## config.mk

```make
export PLATFORM = sky130hd
export DESIGN_NAME = double_to_sig16b
export DESIGN_NICKNAME = d
export VERILOG_FILES = /design/src/rtl/double_to_sig16b.sv
export SDC_FILE = /design/constraint.sdc
export NUM_CORES = 1
export LEC_CHECK = 0
export CORE_UTILIZATION = 47
export CTS_CLUSTER_DIAMETER = 100
export DETAILED_ROUTE_END_ITERATION = 12
export GPL_ROUTABILITY_DRIVEN = 1
export PLACE_DENSITY = 0.82
export SLEW_MARGIN = 40
export SYNTH_ARGS = -nofsm -noshare
export SYNTH_HDL_FRONTEND = slang
export SYNTH_SLANG_ARGS = --single-unit
```

## constraint.sdc

```tcl
create_clock -name clk_operation -period 4 [get_ports clk_operation]
set_clock_uncertainty 0.1 [all_clocks]
set_input_delay 0.6 -clock clk_operation [delete_from_list [all_inputs] [get_ports clk_operation]]
set_output_delay 0.6 -clock clk_operation [all_outputs]
set_load 0.02 [all_outputs]
```

## src/rtl/double_to_sig16b.sv

```systemverilog
// rtl/double_to_sig16b.sv - IEEE-754 double to 16-bit sign-magnitude sample, one shift per clock.
// DOUBLE_TO_SIG16B_ROUND_EN selects round-to-nearest (ties away); default build truncates.
module double_to_sig16b (
  input  logic        clk_operation,
  input  logic        rst,
  input  logic        enable,
  input  logic [63:0] double,
  output logic [15:0] sig16b,
  output logic        ready,
  output logic        busy,
  output logic        overflow,
  output logic        invalid
);

  typedef enum logic [1:0] {IDLE, SHIFT, ROUND} state_t;

  state_t      state, next_state;
  logic [15:0] mant;
  logic [4:0]  count;
  logic        sign, guard, sticky, sat_pending, nan_pending;

  logic [10:0] exp_field;
  logic [51:0] frac;
  logic        is_nan, is_huge, is_normal;
  logic [15:0] rounded;
  logic        round_ovf;
  logic [14:0] mag;

  assign exp_field = double[62:52];
  assign frac      = double[51:0];
  assign is_nan    = (&exp_field) && (|frac);
  // e > 14 (biased 1037) also covers infinity
  assign is_huge   = (exp_field > 11'd1037) && !is_nan;
  assign is_normal = (exp_field >= 11'd1022) && (exp_field <= 11'd1037);

`ifdef DOUBLE_TO_SIG16B_ROUND_EN
  assign rounded = mant + {15'd0, guard};
`else
  assign rounded = mant;
`endif
  assign round_ovf = rounded[15];
  assign mag       = round_ovf ? 15'h7FFF : rounded[14:0];
  assign busy      = (state != IDLE);

  always_ff @(posedge clk_operation or posedge rst) begin
    if (rst) state <= IDLE;
    else     state <= next_state;
  end

  always_comb begin
    next_state = state;
    case (state)
      IDLE:    if (enable) next_state = is_normal ? SHIFT : ROUND;
      SHIFT:   if (count == 5'd1) next_state = ROUND;
      ROUND:   next_state = IDLE;
      default: next_state = IDLE;
    endcase
  end

  always_ff @(posedge clk_operation or posedge rst) begin
    if (rst) begin
      mant        <= 16'd0;
      count       <= 5'd0;
      sign        <= 1'b0;
      guard       <= 1'b0;
      sticky      <= 1'b0;
      sat_pending <= 1'b0;
      nan_pending <= 1'b0;
      sig16b      <= 16'd0;
      ready       <= 1'b0;
      overflow    <= 1'b0;
      invalid     <= 1'b0;
    end else begin
      ready <= (state == ROUND);
      case (state)
        IDLE: begin
          if (enable) begin
            sign        <= double[63];
            guard       <= 1'b0;
            sticky      <= |frac[36:0];
            // 15 - e == 1038 - E, which fits in 5 bits for the normal range
            count       <= 5'd14 - exp_field[4:0];
            sat_pending <= is_huge;
            nan_pending <= is_nan;
            if (is_normal)    mant <= {1'b1, frac[51:37]};
            else if (is_huge) mant <= 16'h7FFF;
            else              mant <= 16'd0;
          end
        end
        SHIFT: begin
          mant   <= {1'b0, mant[15:1]};
          guard  <= mant[0];
          sticky <= sticky | guard;
          count  <= count - 5'd1;
        end
        ROUND: begin
          sig16b   <= {sign && (mag != 15'd0), mag};
          overflow <= sat_pending | round_ovf;
          invalid  <= nan_pending;
        end
        default: ;
      endcase
    end
  end

endmodule

```

# Word level (Yosys, flattened, before mapping)
# Index checks and enable logic that the tools add are counted.
dict set report word_totals {
  register_bits 45
  out_inout_bits 20
  inputBits 67
}
dict set report classes {
  mux 11
  reduce_logical 14
  bitwise_logic 1
  n_lt_le_gt_ge 3
  eq_ne 5
  add_sub_neg 2
}
# operator count
set ops {}
lappend ops {{$reduce_or A52 Y1} 1}
lappend ops {{$mux W16} 2}
lappend ops {{$pmux W16 S2} 1}
lappend ops {{$mux W15} 2}
lappend ops {{$reduce_bool A15 Y1} 1}
lappend ops {{$ge A11 B10 Y1 const B} 1}
lappend ops {{$gt A11 B11 Y1 const B} 1}
lappend ops {{$le A11 B11 Y1 const B} 1}
lappend ops {{$reduce_and A11 Y1} 1}
lappend ops {{$pmux W5 S2} 1}
lappend ops {{$mux W2} 3}
lappend ops {{$reduce_and A2 Y1} 3}
lappend ops {{$eq A5 B1 Y1 const B} 1}
lappend ops {{$mux W5} 1}
lappend ops {{$sub A4 B5 Y5 const A} 1}
lappend ops {{$sub A5 B1 Y5 const B} 1}
lappend ops {{$logic_and A1 B1 Y1} 4}
lappend ops {{$ne A2 B2 Y1 const B} 2}
lappend ops {{$pmux W2 S2} 1}
lappend ops {{$reduce_bool A2 Y1} 2}
lappend ops {{$eq A2 B1 Y1 const B} 1}
lappend ops {{$eq A2 B2 Y1 const B} 1}
lappend ops {{$logic_not A2 Y1} 1}
lappend ops {{$logic_not A1 Y1} 1}
lappend ops {{$or A1 B1 Y1} 1}

# Longest topological paths before layout
dict set report logic_depth {
  word_depth 8
  depth_mapped 7
}

# Worst setup path before layout
# Ideal clock, no wire load.
dict set report synth_timing {
  path_type {input to register}
  from {input double[1]}
  to {register mant[0]}
  setup_ps 78
  path_slack_ps 2066
  stages 6
  required_time_ps 3822
  n_path_buf 1
  arrival_time_ps 1757
  cell_sequence {nor4_1 -> nand4_1 -> nor4_2 -> o311ai_2 -> buf_6 -> a21oi_1}
}
dict set report synth_via {
  elab_chain_len 8
}
# element line
set synth_rtl {}
lappend synth_rtl {{start, declared} 7} ;# input logic [63:0] double,
lappend synth_rtl {{$reduce_or A52 Y1} 31} ;# assign is_nan = (&exp_field) && (|frac);
lappend synth_rtl {{$logic_and A1 B1 Y1} 31}
lappend synth_rtl {{$logic_not A1 Y1} 33} ;# assign is_huge = (exp_field > 11'd1037) && !is_nan;
lappend synth_rtl {{$logic_and A1 B1 Y1} 33}
lappend synth_rtl {{$mux W15} 86} ;# else if (is_huge) mant <= 16'h7FFF;
lappend synth_rtl {{$mux W16} 85} ;# if (is_normal) mant <= {1'b1, frac[51:37]};
lappend synth_rtl {{$mux W16} 77} ;# if (enable) begin
lappend synth_rtl {{$pmux W16 S2} 75} ;# case (state)
lappend synth_rtl {{end signal, assigned} 85}
lappend synth_rtl {{end signal, assigned} 91} ;# mant <= {1'b0, mant[15:1]};
lappend synth_rtl {{end, declared} 18} ;# logic [15:0] mant;
# No other way between the ends. The select of a mux whose other input is x is not followed.
# A chain may end at the register's enable or synchronous reset.

# Final worst setup path
dict set report layout_timing {
  from {register state[1]}
  to {output busy}
}
dict set report layout_via {
  elab_chain_len 1
}
# element line
set layout_rtl {}
lappend layout_rtl {{start, declared} 17} ;# state_t state, next_state;
lappend layout_rtl {{start signal, assigned} 47} ;# else state <= next_state;
lappend layout_rtl {{$reduce_bool A2 Y1} 43} ;# assign busy = (state != IDLE);
lappend layout_rtl {{end, declared} 10} ;# output logic busy,
# No other way between the ends.

==> metrics.md <==
| Metric | Value |
|---|---|
| Status | `finished clean` |
| Root buffer cell | `clkbuf_8` |
| CTS max path bufs | `2` |
| Sequential power share | `0.442` |
| Io pins | `87` |
| PD cells | `396 nW/um^2` |
| Worst reg-to-reg path cell count | `4` |
| CTS tree | `yes` |
| Layout cells sized above 1 | `0.0536` |
| Ys async rst share | `1.00` |
| Via count | `2,216` |
| P_int | `0.000952 W` |
| Most frequent cell after synthesis | `dfrtp_1` |
| Syn-to-layout area delta | `45.0%` |
| Hold EP | `sig16b[11]` |
| Post-Syn Area | `2290 um^2` |
| Post-Layout Cell Count | `403` |
| Crit Path Class | `reg -> out` |
| Post-route setup TNS | `0 ps` |
| Switching share of power | `0.277` |
| Core area | `4720 um^2` |
| Final WL | `5.52 mm` |
| Final RePlAce weighted congestion | `0.850` |
| Seq/Total Area, Yosys | `0.491` |
| Endpoint type of the worst setup path | `primary output` |
| Clock transition at path regs | `80 ps` |
| Worst Path Max Fanout | `13` |
| HP Class | `reg -> reg` |
| Gr usage total | `0.224` |
| RSZ-0062 raised after global routing | `no` |
| Cell variety after synth | `38` |
| Placed cell area | `3190 um^2` |
| Commonest cells post-synth | `45 x dfrtp_1, 36 x a21oi_1, 26 x nor2_1` |
| Port Buffers | `86` |
| Initial antenna violation count | `0` |
| Fin util | `0.704` |
| Synthesized area per cell | `9.03 um^2` |
| Largest net degree at the start of global routing | `46` |
| WP data arrival | `1710 ps` |
| HP Start | `sig16b[11]` |
| Clk sinks | `45` |
| Fin crit share | `0.602` |
| Nets | `407` |
| Initial Util | `0.486` |
| Hold depth | `2` |
| Clk pwr share | `0.302` |
| Ys Warns | `0` |
| Post-route DRC | `0` |
| Worst-Margin Slew | `791 ps` |
| Core Rows | `25` |
| First-pass GRT wire length | `9.03 mm` |
| Post-CTS sizing | `0` |
| Number of H-tree levels | `2` |
| DP Wirelength | `4.23 mm` |
| Worst-Skew Late Latency | `290 ps` |
| Combinational power share | `0.257` |
| GR Overflow Total | `0` |
| DR WL/cell | `13.7 um` |
| Vias in the first global route | `2,033` |
| Final Instance Area | `3330 um^2` |
| Main synth FF type | `dfrtp_1` |
| Hold buffer count at cts | `0` |
| Via/cell ratio | `5.50` |
| Slew Limit Headroom | `0.473` |
| Post-CTS Setup Inserts | `0` |
| Post-synth top area cell | `dfrtp_1` |
| Synth Instances | `254` |
| Die Span Y | `71.9 um` |
| Fin. max-slew vios | `0` |
| R2R Path End | `mant[5]` |
| N_diodes | `0` |
| Post-synth EDFFs | `0` |
| Final setup violation count | `0` |
| Area share of the largest cell type after synthesis | `0.491` |
| Syn nets | `326` |
| Detail Route Antenna Nets | `0` |
| Initial DRC Count | `161` |
| Synth Register Bits | `45` |
| DR pass1 iterations | `4` |
| Cts bufs inserted | `5` |
| Worst path required time | `3300 ps` |
| Hold Vio Cnt, Final | `0` |
| Setup slack, reg-to-reg | `1980 ps` |
| Crit start category | `flip-flop` |
| Chip width | `71.9 um` |
| Max_cap viols | `0` |
| Fmax | `415 MHz` |
| VDD IR max | `0.177 mV` |
| Leakage power | `1.35 nW` |
| Post-Place Cells | `395` |
| Die area | `5170 um^2` |
| NetSw | `0.000365 W` |
| Final worst path period need | `2410 ps` |
| RR Startpoint | `state[0]` |
| Area contributors post-synth | `dfrtp_1 49%, a21oi_1 7.9%, nor4_1 4.9%` |
critical path: stages, from the launching register on:
cell and delay [ps]:
dfrtp_1 530, or2_2 350, clkdlybuf4s50_1 530
area by class of cell:
class / count / area [um^2]
clock inverters: 3 / 65.1
repair buffers: 89 / 883
well taps: 67 / 83.8
flip-flops and latches: 45 / 1130
clock buffers: 5 / 68.8
inverters: 8 / 30.0
multi-input cells: 186 / 1070
fillers: 387 / 1400
per-stage QoR:
step / setup slack (ps) / power, W / hold slack (ps)
2_1_floorplan: 2070 / 0.000748 / 345
3_3_place_gp: 1440 / 0.000919 / 363
3_5_place_dp: 1360 / 0.000930 / 371
4_1_cts: 1600 / 0.00133 / 389
5_1_grt: 1460 / 0.00139 / 402
6_report: 1590 / 0.00132 / 384
worst max path at each step:
stage                     slack, ps  startpoint  depth (start not counted)           to
after global placement         1440  double[56]                          6      mant[9]
after global routing           1460  double[39]                          7  sat_pending
after floorplan                2070   double[1]                          6      mant[0]
after detailed placement       1360  double[56]                          6      mant[6]
final                          1590    state[1]                          2         busy
after CTS                      1600    state[1]                          2         busy
registers in the layout, indices dropped and copies added, names as in the netlist:
signal,cells
mant,16
sig16b,16
count,5
state,2
invalid,1
nan_pending,1
overflow,1
ready,1
sat_pending,1
sign,1
logic make-up after synthesis:
group | count (synthesis) | synth area share
AND/OR/NAND/NOR | 92 | 0.197
AO/OA/AOI/OAI | 84 | 0.220
flip-flops | 45 | 0.491
buffers and inverters | 23 | 0.0442
adder cells (fa/ha/maj) | 5 | 0.0273
XOR/XNOR | 3 | 0.0115
multiplexers | 2 | 0.00927
power by group through the flow:
stage,combinational [W],clock (W),sequential [W]
after global routing,0.000371,0.000426,0.000591
final,0.000338,0.000397,0.000582
after CTS,0.000340,0.000405,0.000582
after global placement,0.000330,0,0.000589
after floorplan,0.000126,0,0.000622
after detailed placement,0.000339,0,0.000591
cells in the final DEF (no fill, tap or decap), types with 2 or more instances in the layout:
master / Yosys / routed
o31ai_1: 2 / 2
inv_1: 8 / 7
xor2_1: 2 / 2
a32oi_1: 2 / 2
ha_1: 5 / 5
nand4_1: 3 / 3
a21oi_1: 36 / 36
a22o_1: 2 / 2
clkdlybuf4s50_1: 0 / 86
o22ai_1: 16 / 16
clkbuf_8: 0 / 5
nor2_1: 26 / 26
bufinv_16: 0 / 2
dfrtp_1: 45 / 45
nor2b_1: 4 / 4
buf_4: 1 / 3
o21ai_0: 20 / 20
nand2b_1: 5 / 4
nand3_1: 5 / 5
nand2_1: 24 / 24
nor4_1: 18 / 18
layer usage:
layer | up-vias | global-route usage | share of wire
li1 | 1088 | - | -
met1 | 1022 | 0.290 | 0.44
met2 | 96 | 0.376 | 0.49
met3 | 10 | 0.0394 | 0.056
met4 | 0 | 0.0871 | 0.020
met5 | - | 0 | 0
Power figures use the tool's default switching activity.
